===== src/rtl/dcache_arbiter_pkg.sv =====
// Shared definitions for the data-cache arbiter: FSM encodings and default sizing.
package dcache_arbiter_pkg;

    localparam int WIDTH_DEF   = 12;
    localparam int ROB_TAGW    = 6;
    localparam int SQDEPTH_DEF = 4;
    localparam int STARVE_DEF  = 3;

    localparam logic [0:0] ST_ARB   = 1'b0;
    localparam logic [0:0] ST_DRAIN = 1'b1;

    // Pointer width for a queue of the given depth; a depth of one still needs a bit.
    function automatic int ptr_width(input int depth);
        return (depth > 1) ? $clog2(depth) : 1;
    endfunction

endpackage


===== src/rtl/dcache_arbiter_store_fifo.sv =====
// Committed-store queue: circular FIFO with a parallel word-address match against
// every valid entry, used to hold back loads that would read stale data.
module store_fifo
    import dcache_arbiter_pkg::*;
#(
    parameter int WIDTH   = WIDTH_DEF,
    parameter int SQDEPTH = SQDEPTH_DEF
) (
    input  logic             clk,
    input  logic             rst_n,
    input  logic             enq,
    input  logic [WIDTH-1:0] enq_addr,
    input  logic [31:0]      enq_data,
    input  logic             deq,
    input  logic [WIDTH-3:0] match_word,
    output logic             full,
    output logic             empty,
    output logic [WIDTH-1:0] head_addr,
    output logic [31:0]      head_data,
    output logic             match
);

    localparam int PW = ptr_width(SQDEPTH);
    localparam logic [PW-1:0] LAST = PW'(SQDEPTH - 1);
    localparam logic [PW:0]   DEPTH = (PW + 1)'(SQDEPTH);

    logic [WIDTH-1:0] addr_mem [SQDEPTH];
    logic [31:0]      data_mem [SQDEPTH];
    logic [PW-1:0]    head;
    logic [PW-1:0]    tail;
    logic [PW:0]      count;
    logic [PW-1:0]    offs;

    assign full      = (count == DEPTH);
    assign empty     = (count == '0);
    assign head_addr = addr_mem[head];
    assign head_data = data_mem[head];

    always_ff @(posedge clk) begin
        if (enq) begin
            addr_mem[tail] <= enq_addr;
            data_mem[tail] <= enq_data;
        end
    end

    always_ff @(posedge clk or negedge rst_n) begin
        if (!rst_n) begin
            head  <= '0;
            tail  <= '0;
            count <= '0;
        end else begin
            if (enq) tail <= (tail == LAST) ? '0 : tail + 1'b1;
            if (deq) head <= (head == LAST) ? '0 : head + 1'b1;
            if (enq && !deq)
                count <= count + 1'b1;
            else if (deq && !enq)
                count <= count - 1'b1;
        end
    end

    // An entry is live when its distance from head is below the occupancy.
    always_comb begin
        match = 1'b0;
        offs  = '0;
        for (int i = 0; i < SQDEPTH; i++) begin
            offs = PW'(i) - head;
            if (({1'b0, offs} < count) && (addr_mem[i][WIDTH-1:2] == match_word))
                match = 1'b1;
        end
    end

endmodule


===== src/rtl/dcache_arbiter.sv =====
// Single-port data-cache arbiter between MEM-stage loads and committed stores,
// with load-starvation limiting, hazard stalling and a fence/drain mode.
//
//   state    | meaning
//   ---------+----------------------------------------------------------
//   ST_ARB   | loads first (unless hazarded/flushed/starving), else store
//   ST_DRAIN | loads blocked, stores written back until queue empty
module dcache_arbiter
    import dcache_arbiter_pkg::*;
#(
    parameter int WIDTH   = WIDTH_DEF,
    parameter int TAGW    = ROB_TAGW,
    parameter int SQDEPTH = SQDEPTH_DEF,
    parameter int STARVE  = STARVE_DEF
) (
    input  logic             i_clk,
    input  logic             i_rst_n,
    input  logic             i_ld_valid,
    output logic             o_ld_ready,
    input  logic [WIDTH-1:0] i_ld_addr,
    input  logic [TAGW-1:0]  i_ld_tag,
    output logic             o_ld_rvalid,
    output logic [31:0]      o_ld_rdata,
    output logic [TAGW-1:0]  o_ld_rtag,
    input  logic             i_st_valid,
    output logic             o_st_ready,
    input  logic [WIDTH-1:0] i_st_addr,
    input  logic [31:0]      i_st_data,
    input  logic             i_flush,
    input  logic             i_drain,
    output logic             o_drained,
    output logic             o_we,
    output logic [WIDTH-1:0] o_DcacheAddr,
    output logic [31:0]      o_data,
    input  logic [31:0]      i_DcacheData
);

    localparam int SW = (STARVE > 0) ? $clog2(STARVE + 1) : 1;
    localparam logic [SW-1:0] STARVE_MAX = SW'(STARVE);

    logic [0:0]       state;
    logic [0:0]       state_nxt;
    logic [SW-1:0]    starve_cnt;
    logic             rvalid_q;
    logic [TAGW-1:0]  tag_q;
    logic             sq_full;
    logic             sq_empty;
    logic             hazard;
    logic             ld_gnt;
    logic             st_gnt;
    logic [WIDTH-1:0] head_addr;
    logic [31:0]      head_data;

    store_fifo #(
        .WIDTH   (WIDTH),
        .SQDEPTH (SQDEPTH)
    ) u_store_fifo (
        .clk        (i_clk),
        .rst_n      (i_rst_n),
        .enq        (i_st_valid & ~sq_full),
        .enq_addr   (i_st_addr),
        .enq_data   (i_st_data),
        .deq        (st_gnt),
        .match_word (i_ld_addr[WIDTH-1:2]),
        .full       (sq_full),
        .empty      (sq_empty),
        .head_addr  (head_addr),
        .head_data  (head_data),
        .match      (hazard)
    );

    // Grants are forced low while reset is held so every output reads idle.
    always_comb begin
        ld_gnt = 1'b0;
        st_gnt = 1'b0;
        if (i_rst_n) begin
            if (state == ST_DRAIN) begin
                st_gnt = ~sq_empty;
            end else begin
                ld_gnt = i_ld_valid & ~hazard & ~i_flush & (starve_cnt < STARVE_MAX);
                st_gnt = ~ld_gnt & ~sq_empty;
            end
        end
    end

    always_comb begin
        state_nxt = state;
        case (state)
            ST_ARB:   if (sq_full || i_drain) state_nxt = ST_DRAIN;
            ST_DRAIN: if (sq_empty && !i_drain) state_nxt = ST_ARB;
            default:  state_nxt = ST_ARB;
        endcase
    end

    always_ff @(posedge i_clk or negedge i_rst_n) begin
        if (!i_rst_n) begin
            state      <= ST_ARB;
            starve_cnt <= '0;
            rvalid_q   <= 1'b0;
            tag_q      <= '0;
        end else begin
            state    <= state_nxt;
            rvalid_q <= ld_gnt;
            if (ld_gnt) tag_q <= i_ld_tag;
            if (st_gnt || sq_empty)
                starve_cnt <= '0;
            else if (ld_gnt && (starve_cnt < STARVE_MAX))
                starve_cnt <= starve_cnt + 1'b1;
        end
    end

    assign o_ld_ready   = ld_gnt;
    assign o_st_ready   = ~sq_full;
    assign o_we         = st_gnt;
    assign o_DcacheAddr = st_gnt ? head_addr : (ld_gnt ? i_ld_addr : '0);
    assign o_data       = st_gnt ? head_data : '0;
    assign o_ld_rvalid  = rvalid_q & ~i_flush;
    assign o_ld_rdata   = o_ld_rvalid ? i_DcacheData : '0;
    assign o_ld_rtag    = tag_q;
    // A write completes on its grant edge, so an empty queue means nothing is in flight.
    assign o_drained    = i_rst_n & sq_empty & i_drain;

endmodule


===== config.mk =====
export PLATFORM = sky130hd
export DESIGN_NAME = dcache_arbiter
export DESIGN_NICKNAME = d
export VERILOG_FILES = /design/src/rtl/dcache_arbiter_pkg.sv /design/src/rtl/dcache_arbiter_store_fifo.sv /design/src/rtl/dcache_arbiter.sv
export SDC_FILE = /design/constraint.sdc
export NUM_CORES = 1
export LEC_CHECK = 0
export ABC_AREA = 1
export BUFFER_PORTS_ARGS = -buffer_cell sky130_fd_sc_hd__buf_2
export CORE_AREA = 2 2 156 158
export CTS_CLUSTER_SIZE = 14
export DETAILED_ROUTE_END_ITERATION = 16
export DIE_AREA = 0 0 158 160
export PLACE_DENSITY = 0.66
export SLEW_MARGIN = 5
export SYNTH_ARGS = -nofsm -noshare
export SYNTH_HDL_FRONTEND = slang
export SYNTH_SLANG_ARGS = --single-unit

===== constraint.sdc =====
create_clock -name i_clk -period 3.7 [get_ports i_clk]
set_input_delay 0.74 -clock i_clk [delete_from_list [all_inputs] [get_ports i_clk]]
set_output_delay 0.74 -clock i_clk [all_outputs]
set_load 0.02 [all_outputs]

==> results.json <==
{
  "outcome": "finished clean",
  "setup.worst_path.end_class": "output pin",
  "skew_ps": 16.3,
  "startpoint_type": "flip-flop",
  "post-dp-hpwl_um": 14400,
  "power.share.combinational": 0.381,
  "p_per_area_nw_per_um2": 723,
  "ys_ff_latch": 193,
  "antenna_found_initial": 5,
  "worst-r2r-setup-slack_ps": 560,
  "layout-drive-gt1-share": 0.264,
  "rows": 57,
  "fin_crit_sh": 0.944,
  "wl_um": 22900,
  "grt_overflow": 0,
  "synth_top_area_cell": "edfxtp_1",
  "drcViolationCount": 0,
  "rr_startpoint": "u_store_fifo.head[0]$_DFFE_PN0P_",
  "synthCells": 904,
  "synth_area_leaders": "edfxtp_1 (59%), nor2_1 (6.3%), o21ai_0 (5.7%)",
  "via_per_inst": 4.88,
  "grt_pass1_vias": 6596,
  "pwr-share-seq": 0.380,
  "grt_util_all_layers": 0.181,
  "worstReg2RegEnd": "u_store_fifo.count[2]$_DFFE_PN0P_",
  "finalSetupViolations": 0,
  "drv_slew": 0,
  "die_h_um": 160,
  "max_freq_mhz": 286,
  "start_util": 0.379,
  "synth_area_um2": 9020,
  "fillCellCount": 2230,
  "core-area_um2": 23800,
  "critPathMaxFanout": 13,
  "p_switching_w": 0.00314,
  "finalHoldViolCount": 0,
  "critPathArrivalTime_ps": 2750,
  "die-area_um2": 25300,
  "reg2regPathDepth": 18,
  "worstSetupPathType": "flip-flop to output pin",
  "hold_path.class": "input port to asynchronous set/reset pin",
  "ys_warn_count": 0,
  "ioPinCount": 187,
  "area_growth_pct": 22.3,
  "clockPowerShare": 0.238,
  "worst_slack_ps": 206,
  "place_area_um2": 10300,
  "nNetsFinal": 1200,
  "max_slew_margin": 0.390,
  "cp_data_required_time_ps": 2960,
  "place.gp.congestion": 0.839,
  "cts_tree": "built",
  "portBuffers": 186,
  "drt-wirelength-per-cell_um": 16.1,
  "grt_pass1_wl_um": 34600,
  "startpoint": "u_store_fifo.head[0]$_DFFE_PN0P_",
  "cts_buffers": 17,
  "root_buffer": "clkbuf_16",
  "vias": 6966,
  "yosysSeqAreaShare": 0.633,
  "syn-num-nets": 1016,
  "avgSynthCellArea_um2": 9.98,
  "clock_latency_ps": 430,
  "layout_min_cycle_time_ps": 3490,
  "cts_sinks": 193,
  "drt.antenna.violating_nets": 0,
  "mostFrequentLayoutCells": "buf_2 (186), edfxtp_1 (176), nor2_1 (147)",
  "synth_top_cell_area_share": 0.586,
  "pre_cts_ws_ps": 343,
  "clk_pin_slew_ps": 80,
  "die_w_um": 158,
  "regArea_um2": 5710,
  "ir_drop_mv": 0.439,
  "worstMarginPinSlew_ps": 915,
  "tns_ps": 0,
  "drtPass1Iterations": 5,
  "rsz0062_at_grt": "false",
  "final_common_cell": "buf_2",
  "intPower_w": 0.00485,
  "cts_buffer_depth": 2,
  "synth.distinct_cells": 26,
  "grt_max_degree": 91,
  "post-route-cell-area_um2": 11000,
  "swShare": 0.393,
  "htree_levels": 4,
  "maxCapViolations": 0,
  "leakagePower_nw": 4.92,
  "multiInputGateArea_um2": 2680,
  "drtIter0Drc": 437
}
per-layer routing:
metal,global-route usage,share of wire,wire (µm),up-vias
li1,-,-,-,3375
met1,0.225,0.42,9590,3279
met2,0.308,0.48,11100,272
met3,0.0469,0.075,1720,36
met4,0.0557,0.022,505,4
met5,0,0.0012,27,-
power groups by stage:
stage	clock, W	sequential [W]	combinational [W]
floorplan	0	0.00308	0.00203
finish	0.00190	0.00304	0.00304
detailed placement	0	0.00308	0.00303
global placement	0	0.00307	0.00299
CTS	0.00194	0.00303	0.00306
global route	0.00203	0.00308	0.00342
how the worst max path moves through the flow:
| stage | end | slack [ps] | cells after the start |
|---|---|---|---|
| finish | o_DcacheAddr[10] | 210 | 14 |
| global route | o_data[31] | 60 | 14 |
| CTS | o_data[31] | 2 | 14 |
| detailed placement | o_data[31] | 340 | 14 |
| global placement | o_data[2] | 420 | 14 |
| floorplan | u_store_fifo.addr_mem[0][0]$_DFFE_PP_ | 470 | 6 |
critical path, stage by stage, from the launching register on:
cell	delay, ps
dfrtp_2	510
ha_4	310
inv_1	40
ha_1	260
nand2_1	70
nand2_1	50
nand2_1	60
nand3_1	60
nor2_1	140
nor2_2	70
nand3_4	130
buf_4	210
nand3_1	140
nand2_1	100
buf_2	160
registers in the layout, summed over array words and instances, names as in the netlist:
name	cells
starve_cnt	2
state	1
u_store_fifo.count	3
u_store_fifo.addr_mem	48
rvalid_q	1
o_ld_rtag	6
u_store_fifo.head	2
u_store_fifo.data_mem	128
u_store_fifo.tail	2
cell type report:
cell class / instances / area share
clock buffer: 17 / 0.0385
inverter: 128 / 0.0435
sequential: 193 / 0.517
multi-input combinational: 539 / 0.243
timing repair buffer: 209 / 0.103
tap: 324 / 0.0367
clock inverter: 15 / 0.0171
antenna: 3 / 0.000680
metrics by stage:
| step | hold WS [ps] | std cells | power (W) | utilization |
|---|---|---|---|---|
| 3_5_place_dp | 454 | 1388 | 0.00611 | 0.434 |
| 4_1_cts | 184 | 1422 | 0.00804 | 0.461 |
| 5_1_grt | 188 | 1426 | 0.00852 | 0.463 |
| 6_report | 188 | 1428 | 0.00799 | 0.463 |
| 2_1_floorplan | 444 | 904 | 0.00511 | - |
| 3_3_place_gp | 458 | 1388 | 0.00605 | 0.434 |
synthesized netlist by cell type:
| cell | n |
|---|---|
| edfxtp_1 | 176 |
| nor2_1 | 152 |
| nand2_1 | 133 |
| inv_1 | 117 |
| o21ai_0 | 102 |
| o22ai_1 | 34 |
| clkbuf_1 | 31 |
| nor2_2 | 30 |
| nand3_1 | 23 |
| nand4_1 | 20 |
| dfrtp_1 | 17 |
| a21oi_1 | 14 |
| xor2_1 | 13 |
| ha_1 | 11 |
| inv_2 | 10 |
| buf_2 | 7 |
| buf_8 | 3 |
| and3_1 | 2 |
| clkbuf_2 | 2 |
| buf_4 | 1 |
| clkinv_1 | 1 |
| fa_1 | 1 |
| nand2_4 | 1 |
| nand3_4 | 1 |
| nand3b_1 | 1 |
| xnor2_1 | 1 |
logic make-up (layout without fill, tap and decap cells):
logic type | count (synthesis) | in the layout | share of synthesized area
compound gates | 150 | 150 | 0.0879
xor+xnor | 14 | 14 | 0.0136
fa+ha+maj | 12 | 12 | 0.0175
buf+inv | 172 | 369 | 0.0769
flops | 193 | 193 | 0.633
other cells | 0 | 3 | 0
simple gates | 363 | 363 | 0.171
repair_timing:
action                     CTS  global route
hold buffers                 0             0
gates resized for setup      1             5
setup endpoints to repair   20            41
pin swaps                    1             1
setup buffers                2             3
(Power assumes the default switching activity.)
